--- src/rtl/pipeline_stage_buffer_pkg.sv ---
// -----------------------------------------------------------------------------
// pipeline_stage_buffer_pkg
// Shared types and helpers for the elastic stage buffer.
//   decode_to_execute_t : packed decode->execute stage payload.
//   D2E_W               : payload width for instantiating the buffer.
//   MAX_DEPTH           : largest supported buffer depth.
//   wrap_inc()          : circular pointer increment for any depth.
// -----------------------------------------------------------------------------
package pipeline_stage_buffer_pkg;

    typedef struct packed {
        logic [31:0] pc;
        logic        halt;
        logic        dwrite;
        logic        csr_write;
        logic [3:0]  alu_op;
        logic [31:0] rdat1;
        logic [31:0] rdat2;
        logic [31:0] imm;
        logic        branch;
        logic [31:0] branch_target;
    } decode_to_execute_t;

    localparam int D2E_W     = $bits(decode_to_execute_t);
    localparam int MAX_DEPTH = 8;

    // Depth need not be a power of two, so wrap with a compare, not a modulo.
    function automatic int unsigned wrap_inc(input int unsigned ptr, input int unsigned depth);
        int unsigned nxt;
        if (ptr == depth - 32'd1) begin
            nxt = 32'd0;
        end else begin
            nxt = ptr + 32'd1;
        end
        return nxt;
    endfunction

endpackage

--- src/rtl/pipeline_stage_buffer_if.sv ---
// -----------------------------------------------------------------------------
// pipeline_stage_buffer_if
// valid/ready/data handshake bundle between two pipeline stages.
//   master : drives valid and data, samples ready (producer side).
//   slave  : samples valid and data, drives ready (consumer side).
// -----------------------------------------------------------------------------
interface pipeline_stage_buffer_if #(
    parameter int WIDTH = 128
) ();
    logic             valid;
    logic             ready;
    logic [WIDTH-1:0] data;

    modport master (output valid, output data, input ready);
    modport slave  (input valid, input data, output ready);
endinterface

--- src/rtl/pipeline_stage_buffer_sat_counter.sv ---
// -----------------------------------------------------------------------------
// sat_counter
// Saturating event counter, reusable for performance statistics.
//   clk, rst : clock, synchronous active-high reset
//   inc_i    : count one event this cycle
//   clr_i    : synchronous clear, wins over inc_i
//   count_o  : registered count, sticks at all-ones
// -----------------------------------------------------------------------------
module sat_counter #(
    parameter int W = 16
) (
    input  logic         clk,
    input  logic         rst,
    input  logic         inc_i,
    input  logic         clr_i,
    output logic [W-1:0] count_o
);
    logic [W-1:0] count_q;
    logic [W-1:0] count_d;

    // Next count: clear first, then saturating increment.
    always_comb begin
        count_d = count_q;
        if (clr_i) begin
            count_d = {W{1'b0}};
        end else if (inc_i && (count_q != {W{1'b1}})) begin
            count_d = count_q + {{(W-1){1'b0}}, 1'b1};
        end else begin
            count_d = count_q;
        end
    end

    // Counter register.
    always_ff @(posedge clk) begin
        if (rst) begin
            count_q <= {W{1'b0}};
        end else begin
            count_q <= count_d;
        end
    end

    assign count_o = count_q;
endmodule

--- src/rtl/pipeline_stage_buffer.sv ---
// -----------------------------------------------------------------------------
// pipeline_stage_buffer
// Elastic pipeline register: DEPTH-entry circular buffer with valid/ready
// handshake, synchronous flush, zero-payload bubble when empty and a
// saturating stall-cycle counter.
//   clk, rst       : clock, synchronous active-high reset
//   flush_i        : drop every entry this cycle
//   clr_stats_i    : clear the stall counter
//   in_if (slave)  : upstream valid/ready/data
//   out_if (master): downstream valid/ready/data (data is zero when empty)
//   count_o        : occupied entries
//   stall_cycles_o : cycles with head valid but not consumed
// -----------------------------------------------------------------------------
module pipeline_stage_buffer
    import pipeline_stage_buffer_pkg::*;
#(
    parameter int WIDTH      = 128,
    parameter int DEPTH      = 2,
    parameter int PIPE_READY = 0,
    parameter int CNT_W      = 16
) (
    input  logic                         clk,
    input  logic                         rst,
    input  logic                         flush_i,
    input  logic                         clr_stats_i,
    pipeline_stage_buffer_if.slave       in_if,
    pipeline_stage_buffer_if.master      out_if,
    output logic [$clog2(DEPTH+1)-1:0]   count_o,
    output logic [CNT_W-1:0]             stall_cycles_o
);
    localparam int   CW      = $clog2(DEPTH + 1);
    localparam int   PTR_W   = (DEPTH > 1) ? $clog2(DEPTH) : 1;
    localparam logic PIPE_EN = (PIPE_READY != 0);

    // Payload storage is deliberately not reset; the empty-state mask supplies the bubble.
    logic [WIDTH-1:0] mem_q [DEPTH];
    logic [PTR_W-1:0] wr_ptr_q, wr_ptr_d;
    logic [PTR_W-1:0] rd_ptr_q, rd_ptr_d;
    logic [CW-1:0]    count_q, count_d;

    logic not_full_s;
    logic ready_s;
    logic out_valid_s;
    logic push_s;
    logic pop_s;
    logic stall_inc_s;

    // Handshake decode. With PIPE_EN=0 out_if.ready never reaches in_if.ready.
    always_comb begin
        not_full_s  = (count_q < CW'(DEPTH));
        ready_s     = not_full_s | (PIPE_EN & out_if.ready);
        out_valid_s = (count_q != {CW{1'b0}});
        push_s      = in_if.valid & ready_s & ~flush_i;
        pop_s       = out_valid_s & out_if.ready & ~flush_i;
        stall_inc_s = out_valid_s & ~out_if.ready & ~flush_i;
    end

    // Pointer and occupancy next state; flush beats push and pop.
    always_comb begin
        wr_ptr_d = wr_ptr_q;
        rd_ptr_d = rd_ptr_q;
        count_d  = count_q;
        if (flush_i) begin
            wr_ptr_d = {PTR_W{1'b0}};
            rd_ptr_d = {PTR_W{1'b0}};
            count_d  = {CW{1'b0}};
        end else begin
            if (push_s) begin
                wr_ptr_d = PTR_W'(wrap_inc(32'(wr_ptr_q), 32'(DEPTH)));
            end else begin
                wr_ptr_d = wr_ptr_q;
            end
            if (pop_s) begin
                rd_ptr_d = PTR_W'(wrap_inc(32'(rd_ptr_q), 32'(DEPTH)));
            end else begin
                rd_ptr_d = rd_ptr_q;
            end
            case ({push_s, pop_s})
                2'b10:   count_d = count_q + {{(CW-1){1'b0}}, 1'b1};
                2'b01:   count_d = count_q - {{(CW-1){1'b0}}, 1'b1};
                default: count_d = count_q;
            endcase
        end
    end

    // Control registers.
    always_ff @(posedge clk) begin
        if (rst) begin
            wr_ptr_q <= {PTR_W{1'b0}};
            rd_ptr_q <= {PTR_W{1'b0}};
            count_q  <= {CW{1'b0}};
        end else begin
            wr_ptr_q <= wr_ptr_d;
            rd_ptr_q <= rd_ptr_d;
            count_q  <= count_d;
        end
    end

    // Payload write; a push presented during reset is dropped.
    always_ff @(posedge clk) begin
        if (push_s && !rst) begin
            mem_q[wr_ptr_q] <= in_if.data;
        end
    end

    sat_counter #(
        .W (CNT_W)
    ) u_stall_cnt (
        .clk     (clk),
        .rst     (rst),
        .inc_i   (stall_inc_s),
        .clr_i   (clr_stats_i),
        .count_o (stall_cycles_o)
    );

    // in_ready is forced high while reset is held so upstream never sees a stall there.
    assign in_if.ready  = rst | ready_s;
    assign out_if.valid = out_valid_s;
    assign out_if.data  = out_valid_s ? mem_q[rd_ptr_q] : {WIDTH{1'b0}};
    assign count_o      = count_q;
endmodule
--- src/flat_wrapper.sv ---
// flat-port wrapper written by rule: the top's interface ports become plain ports
module pipeline_stage_buffer_flat import pipeline_stage_buffer_pkg::*;
#(
    parameter int WIDTH      = 128,
    parameter int DEPTH      = 2,
    parameter int PIPE_READY = 0,
    parameter int CNT_W      = 16
)
  (clk, rst, flush_i, clr_stats_i, count_o, stall_cycles_o, in_if_valid, in_if_data, in_if_ready, out_if_valid, out_if_data, out_if_ready);
  pipeline_stage_buffer_if #(.WIDTH(WIDTH)) in_if_i ();
  pipeline_stage_buffer_if #(.WIDTH(WIDTH)) out_if_i ();
  input  logic clk;
  input  logic rst;
  input  logic flush_i;
  input  logic clr_stats_i;
  output logic [$clog2(DEPTH+1)-1:0] count_o;
  output logic [CNT_W-1:0] stall_cycles_o;
  input wire logic [$bits(in_if_i.valid)-1:0] in_if_valid;
  input wire logic [$bits(in_if_i.data)-1:0] in_if_data;
  output wire logic [$bits(in_if_i.ready)-1:0] in_if_ready;
  output wire logic [$bits(out_if_i.valid)-1:0] out_if_valid;
  output wire logic [$bits(out_if_i.data)-1:0] out_if_data;
  input wire logic [$bits(out_if_i.ready)-1:0] out_if_ready;
  assign in_if_i.valid = in_if_valid;
  assign in_if_i.data = in_if_data;
  assign in_if_ready = in_if_i.ready;
  assign out_if_valid = out_if_i.valid;
  assign out_if_data = out_if_i.data;
  assign out_if_i.ready = out_if_ready;
  pipeline_stage_buffer #(.WIDTH(WIDTH), .DEPTH(DEPTH), .PIPE_READY(PIPE_READY), .CNT_W(CNT_W)) u_core (.clk(clk), .rst(rst), .flush_i(flush_i), .clr_stats_i(clr_stats_i), .in_if(in_if_i), .out_if(out_if_i), .count_o(count_o), .stall_cycles_o(stall_cycles_o));
endmodule
--- config.mk ---
export PLATFORM = sky130hd
export DESIGN_NAME = pipeline_stage_buffer_flat
export DESIGN_NICKNAME = d
export VERILOG_FILES = /design/src/rtl/pipeline_stage_buffer_pkg.sv /design/src/rtl/pipeline_stage_buffer_if.sv /design/src/rtl/pipeline_stage_buffer_sat_counter.sv /design/src/rtl/pipeline_stage_buffer.sv /design/src/flat_wrapper.sv
export SDC_FILE = /design/constraint.sdc
export NUM_CORES = 1
export LEC_CHECK = 0
export ABC_AREA = 1
export CAP_MARGIN = 10
export CORE_UTILIZATION = 30
export CTS_CLUSTER_DIAMETER = 200
export DETAILED_ROUTE_END_ITERATION = 8
export SLEW_MARGIN = 0
export SYNTH_ARGS = -nofsm -noshare
export SYNTH_HDL_FRONTEND = slang
export SYNTH_SLANG_ARGS = --single-unit
--- constraint.sdc ---
create_clock -name clk -period 32.5 [get_ports clk]
set_input_delay 6.5 -clock clk [delete_from_list [all_inputs] [get_ports clk]]
set_output_delay 6.5 -clock clk [all_outputs]
set_load 0.01 [all_outputs]
==> out/metrics.csv, run 1 <==
stage,metric,value,unit
timing,ratio of final minimum period to clock period,0.440,
power,VDD IR max,0.0394,mV
placed_design,Final HPWL DP,16200,um
critical_path,crit-path max FO,5,
cts,CTS tree,done,
placed_design,port bufs,281,
route,Initial DRC Count,373,
critical_path,CP required,26.00,ns
floorplan,starting density of the core,0.307,
cts,Root Buffer,clkbuf_16,
cts,"CTS clk-pin slew, worst paths",0.06,ns
job,max-cap violation count,0,
timing,achievable clock frequency,69.9,MHz
timing,Final setup viols,0,
cts,CTS sink count,277,
route,DRC,0,
synthesis,largest area contributor in the netlist,edfxtp_1,
placed_design,RePlAce Congestion,0.792,
synthesis,largest cells by area after synthesis,"edfxtp_1, nand2_1, a21oi_1, dfxtp_1, buf_2",
grt,number of global-route vias before repair,7205,
floorplan,Cell Rows,68,
timing,Slew HR,0.238,
grt,overall routing resource usage,0.143,
synthesis,"EDFF count, synth",256,
grt,total congestion overflow,0,
timing,worst setup margin,18.19,ns
grt,largest net degree at the start of global routing,75,
synthesis,Synth Instances,867,
synthesis,YS warnings,0,
critical_path,Worst Setup Path Type,input pin to primary output,
timing,Final min period,14.31,ns
timing,Max Clock Skew,0.0162,ns
route,Met2 Wirelength,13100,um
final_layout,Layout Nets,1281,
synthesis,Commonest cells post-synth,"nand2_1, edfxtp_1, a21oi_1",
grt,first-pass GRT wire length,40400,um
grt,initial antenna violation count,2,
critical_path,CP Capture Type,primary output,
synthesis,Main synth FF type,edfxtp_1,
route,wire per inst,16.6,um
timing,Post-Route Setup TNS,0,ns
synthesis,Mean Syn Cell Area,12.3,sq um
route,Routed Antenna Nets,0,
cts,CTS Buffer Depth,3,
synthesis,Yosys top cell area share,0.720,
synthesis,"count leader, synth",nand2_1,
run_status,status,finished clean,
timing,Fin. Hold Viols,0,
final_layout,final instance area,14900,sq um
synthesis,Post-Syn Area,10700,sq um
synthesis,Synth async-reset ratio,0,
power,pwr dens,51.8,nW/um^2
route,Vias,7302,
synthesis,#FFs+latches synth,277,
placed_design,Placed Area,13900,sq um
timing,worst-margin pin slew,1.14,ns
cts,Post-CTS Setup Bufs,0,
timing,Final Max Slew Viols,0,
critical_path,startpoint types,input pin,
placed_design,Place WS,18.20,ns
cts,post-CTS sizing,0,
synthesis,library cells used by synthesis,27,
critical_path,WP data arrival,7.81,ns
synthesis,sequential area share after synthesis,0.759,
floorplan,I/O pins,282,
route,Top Metal Used,met5,
cts,Inserted Clock Buffers,31,
final_layout,Layout area overhead,39.4,%
cts,Hold Buf Count CTS,0,
route,met1 wire length,11100,um
floorplan,Die Ht,191,um
floorplan,die width,191,um
route,DR WL met3,2190,um
timing,Worst Hold Margin,0.463,ns
floorplan,die area,36400,sq um
worst_hold_path,type of the worst min-delay path,flop to flop,
route,Via density,4.50,
route,Post-Route WL,26900,um
synthesis,Mapped Nets,1003,
power,Leak,0.00506,uW
cts,Worst-Skew Late Latency,0.54,ns
cts,CTS HTree Levels,1,
route,1st-pass router iterations,4,
timing,unrepaired setup endpoints after global routing,no,
floorplan,total core area,34800,sq um
final_layout,layout cells sized above 1,0.0582,
## cells in the final DEF (no fill, tap or decap), types with 4 or more instances in the layout
cell type | synthesis | layout
o21ai_0 | 5 | 5
edfxtp_1 | 256 | 256
clkbuf_16 | 0 | 32
nor2_1 | 33 | 32
nor2_2 | 4 | 4
nand2_1 | 298 | 298
clkdlybuf4s50_1 | 0 | 281
dfxtp_1 | 21 | 20
clkbuf_1 | 11 | 14
buf_4 | 0 | 8
nand3_1 | 19 | 19
nor2_4 | 3 | 4
a21oi_1 | 146 | 146
inv_1 | 21 | 20
clkinv_2 | 0 | 6
## stage by stage
stage	instances	util	total power [uW]
after floorplan	867	-	421
after global placement	1567	0.401	450
after detailed placement	1567	0.401	451
after CTS	1623	0.428	783
after global routing	1624	0.428	801
final	1624	0.428	771
## area by class of cell
type | count | area [sq um]
antenna | 1 | 2.50
clock buffer | 46 | 853
clock inverter | 10 | 97.6
fill | 3205 | 19900
inverter | 23 | 88.8
multi-input combinational | 523 | 2300
sequential | 277 | 8110
tap | 455 | 569
timing repair buffer | 289 | 2870
## kinds of logic (layout without fill, tap and decap cells)
group           after synthesis  count (layout)  share of synthesized area
other cells                   0               1                          0
xor+xnor                      1               1                   0.000820
simple gates                368             368                      0.139
flops                       277             277                      0.759
compound gates              152             152                     0.0715
fa+ha+maj                     2               2                    0.00234
buf+inv                      67             368                     0.0275
## state kept, by name (all words and copies together), names as in the netlist, named ones only
signal / cells
u_core.count_o: 2
u_core.u_stall_cnt.count_o: 16
u_core.wr_ptr_q: 1
u_core.rd_ptr_q: 1
u_core.mem_q: 256
## layer usage
metal,vias up,GRT usage
met4,2,0.0409
met2,228,0.239
met5,-,0
li1,3574,-
met3,41,0.0460
met1,3457,0.177
## power breakdown
| part | switching, uW | total, uW | internal, uW |
|---|---|---|---|
| Sequential | 1.73 | 398 | 396 |
| Combinational | 20.4 | 45.3 | 24.9 |
| Clock | 132 | 328 | 196 |
## path summary, 6_finish.rpt
path / startpoint / endpoint / slack, ns / cells after the start
max: rst / in_if_ready / 18.19 / 3
min: u_core.rd_ptr_q / flop / 0.46 / 2
max reg2reg: u_core.count_o[1] / u_core.mem_q[1][109] / 29.61 / 5
min reg2reg: u_core.rd_ptr_q / flop / 0.46 / 2
## worst max-delay path, stage by stage
cell and delay, ns:
clkdlybuf4s50_1 0.50, or2_2 0.33, clkdlybuf4s50_1 0.47
(Power assumes the default switching activity.)
==> inputs of run 2 (changes only) <==
- clock period: 32.5 -> 11.65 ns (I/O delays scaled with it)
==> out/metrics.csv, run 2 (synthesized netlist as in run 1, its figures left out) <==
stage,metric,value,unit,change
cts,CTS HTree Levels,1,,unchanged
grt,total congestion overflow,0,,unchanged
grt,initial antenna violation count,1,,was 2
floorplan,I/O pins,282,,unchanged
floorplan,Die Ht,191,um,unchanged
floorplan,total core area,34800,sq um,unchanged
critical_path,CP required,9.32,ns,was 26.00 ns
timing,Fin. Hold Viols,0,,unchanged
route,DRC,0,,unchanged
cts,CTS Buffer Depth,3,,unchanged
route,wire per inst,16.5,um,was 16.6 um
final_layout,layout cells sized above 1,0.0566,,was 0.0582
job,max-cap violation count,0,,unchanged
power,pwr dens,143,nW/um^2,was 51.8 nW/um^2
final_layout,"commonest non-fill, non-tap cells in the layout","nand2_1, clkdlybuf4s50_1, edfxtp_1, a21oi_1",,unchanged
critical_path,crit-path max FO,5,,unchanged
timing,worst-margin pin slew,1.05,ns,was 1.14 ns
cts,post-CTS sizing,0,,unchanged
worst_hold_path,type of the worst min-delay path,flop to flop,,unchanged
route,Vias,7309,,was 7302
worst_hold_path,Hold Path Cell Cnt,2,,unchanged
critical_path,Critical R2R Capture,u_core.mem_q[1][4],,was u_core.mem_q[1][109]
grt,overall routing resource usage,0.145,,was 0.143
timing,achievable clock frequency,168,MHz,
timing,Slew HR,0.295,,was 0.238
critical_path,CP endpoint,in_if_ready,,unchanged
floorplan,starting density of the core,0.307,,unchanged
power,VDD IR max,0.102,mV,was 0.0394 mV
critical_path,reg2reg start,u_core.count_o[1],,unchanged
final_layout,ant diodes,0,,was 1
timing,Final setup viols,0,,unchanged
cts,Inserted Clock Buffers,31,,unchanged
timing,Max Clock Skew,0.0103,ns,was 0.0162 ns
grt,number of global-route vias before repair,7270,,was 7205
placed_design,Placed Area,13900,sq um,about the same
timing,unrepaired setup endpoints after global routing,no,,unchanged
power,Leak,0.00505,uW,was 0.00506 uW
critical_path,Register-to-Register Path Depth,4,,was 5
run_status,status,finished clean,,unchanged
final_layout,Biggest register,u_core.mem_q,,unchanged
route,Via density,4.51,,was 4.50
placed_design,port bufs,281,,unchanged
final_layout,Non-Filler Instances,1622,,was 1624
grt,largest net degree at the start of global routing,129,,was 75
route,1st-pass router iterations,6,,was 4
final_layout,"commonest non-fill, non-tap cell in the layout",nand2_1,,unchanged
placed_design,Final HPWL DP,15700,um,was 16200 um
critical_path,WP data arrival,3.62,ns,was 7.81 ns
timing,ratio of final minimum period to clock period,0.510,,
critical_path,startpoint types,input pin,,unchanged
route,Post-Route WL,26800,um,was 26900 um
floorplan,Cell Rows,68,,unchanged
final_layout,Layout area overhead,39.4,%,about the same
cts,CTS tree,done,,unchanged
placed_design,Placed Instances,1565,,was 1567
critical_path,worst reg2reg setup slack,9.55,ns,was 29.61 ns
timing,Final min period,5.95,ns,
critical_path,CP Capture Type,primary output,,unchanged
floorplan,die area,36400,sq um,unchanged
timing,Final Max Slew Viols,0,,unchanged
placed_design,RePlAce Congestion,0.771,,was 0.792
route,Initial DRC Count,333,,was 373
cts,CTS sink count,277,,unchanged
critical_path,crit path from,rst,,unchanged
final_layout,Layout Nets,1279,,was 1281
critical_path,Worst Setup Path Type,input pin to primary output,,unchanged
route,Routed Antenna Nets,0,,unchanged
cts,"CTS clk-pin slew, worst paths",0.06,ns,about the same
final_layout,final instance area,14900,sq um,about the same
cts,Hold Buf Count CTS,0,,unchanged
grt,first-pass GRT wire length,41000,um,was 40400 um
cts,Post-CTS Setup Bufs,0,,unchanged
cts,Worst-Skew Late Latency,0.55,ns,was 0.54 ns
cts,Root Buffer,clkbuf_16,,unchanged
final_layout,Largest register FFs,256,,unchanged
timing,Worst Hold Margin,0.477,ns,was 0.463 ns
floorplan,die width,191,um,unchanged
-- run 2: worst max-delay path, stage by stage --
cell and delay [ns]:
clkdlybuf4s50_1 0.49, or2_2 0.32, clkdlybuf4s50_1 0.48
-- run 2: area by class of cell --
| type | instances | area [sq um] |
|---|---|---|
| fill | 3201 | 19900 |
| timing repair buffer | 287 | 2880 |
| sequential | 277 | 8110 |
| clock buffer | 48 | 901 |
| inverter | 23 | 88.8 |
| clock inverter | 9 | 38.8 |
| multi-input combinational | 523 | 2300 |
| tap | 455 | 569 |
-- run 2: power by group --
part	switching [uW]	internal, uW	total [uW]
clock	375	526	900
combinational	56.8	69.8	127
sequential	4.56	1100	1110
total	436	1700	2140
-- run 2: routing by layer --
layer  vias up  track usage  share of wire
met5         -            0        0.00049
met4         2       0.0437          0.024
met3        44       0.0477          0.078
met2       198        0.241           0.49
met1      3492        0.178           0.41
li1       3573            -              -
-- run 2: how the worst min path moves through the flow --
stage	from	endpoint	slack [ns]
5_1_grt	u_core.rd_ptr_q	flop	0.50
3_3_place_gp	u_core.rd_ptr_q	flop	0.46
4_1_cts	u_core.rd_ptr_q	u_core.rd_ptr_q	0.48
3_5_place_dp	u_core.rd_ptr_q	flop	0.47
6_report	u_core.rd_ptr_q	flop	0.48
2_1_floorplan	u_core.rd_ptr_q	flop	0.45
-- run 2: per-stage QoR --
step / worst slack (ns) / utilization / power [uW] / setup TNS [ns]
4_1_cts: 5.70 / 0.428 / 2170 / 0
3_3_place_gp: 5.69 / 0.401 / 1260 / 0
3_5_place_dp: 5.70 / 0.401 / 1260 / 0
6_report: 5.70 / 0.428 / 2140 / 0
2_1_floorplan: -0.305 / - / 1170 / -78.17
5_1_grt: 5.57 / 0.428 / 2210 / 0
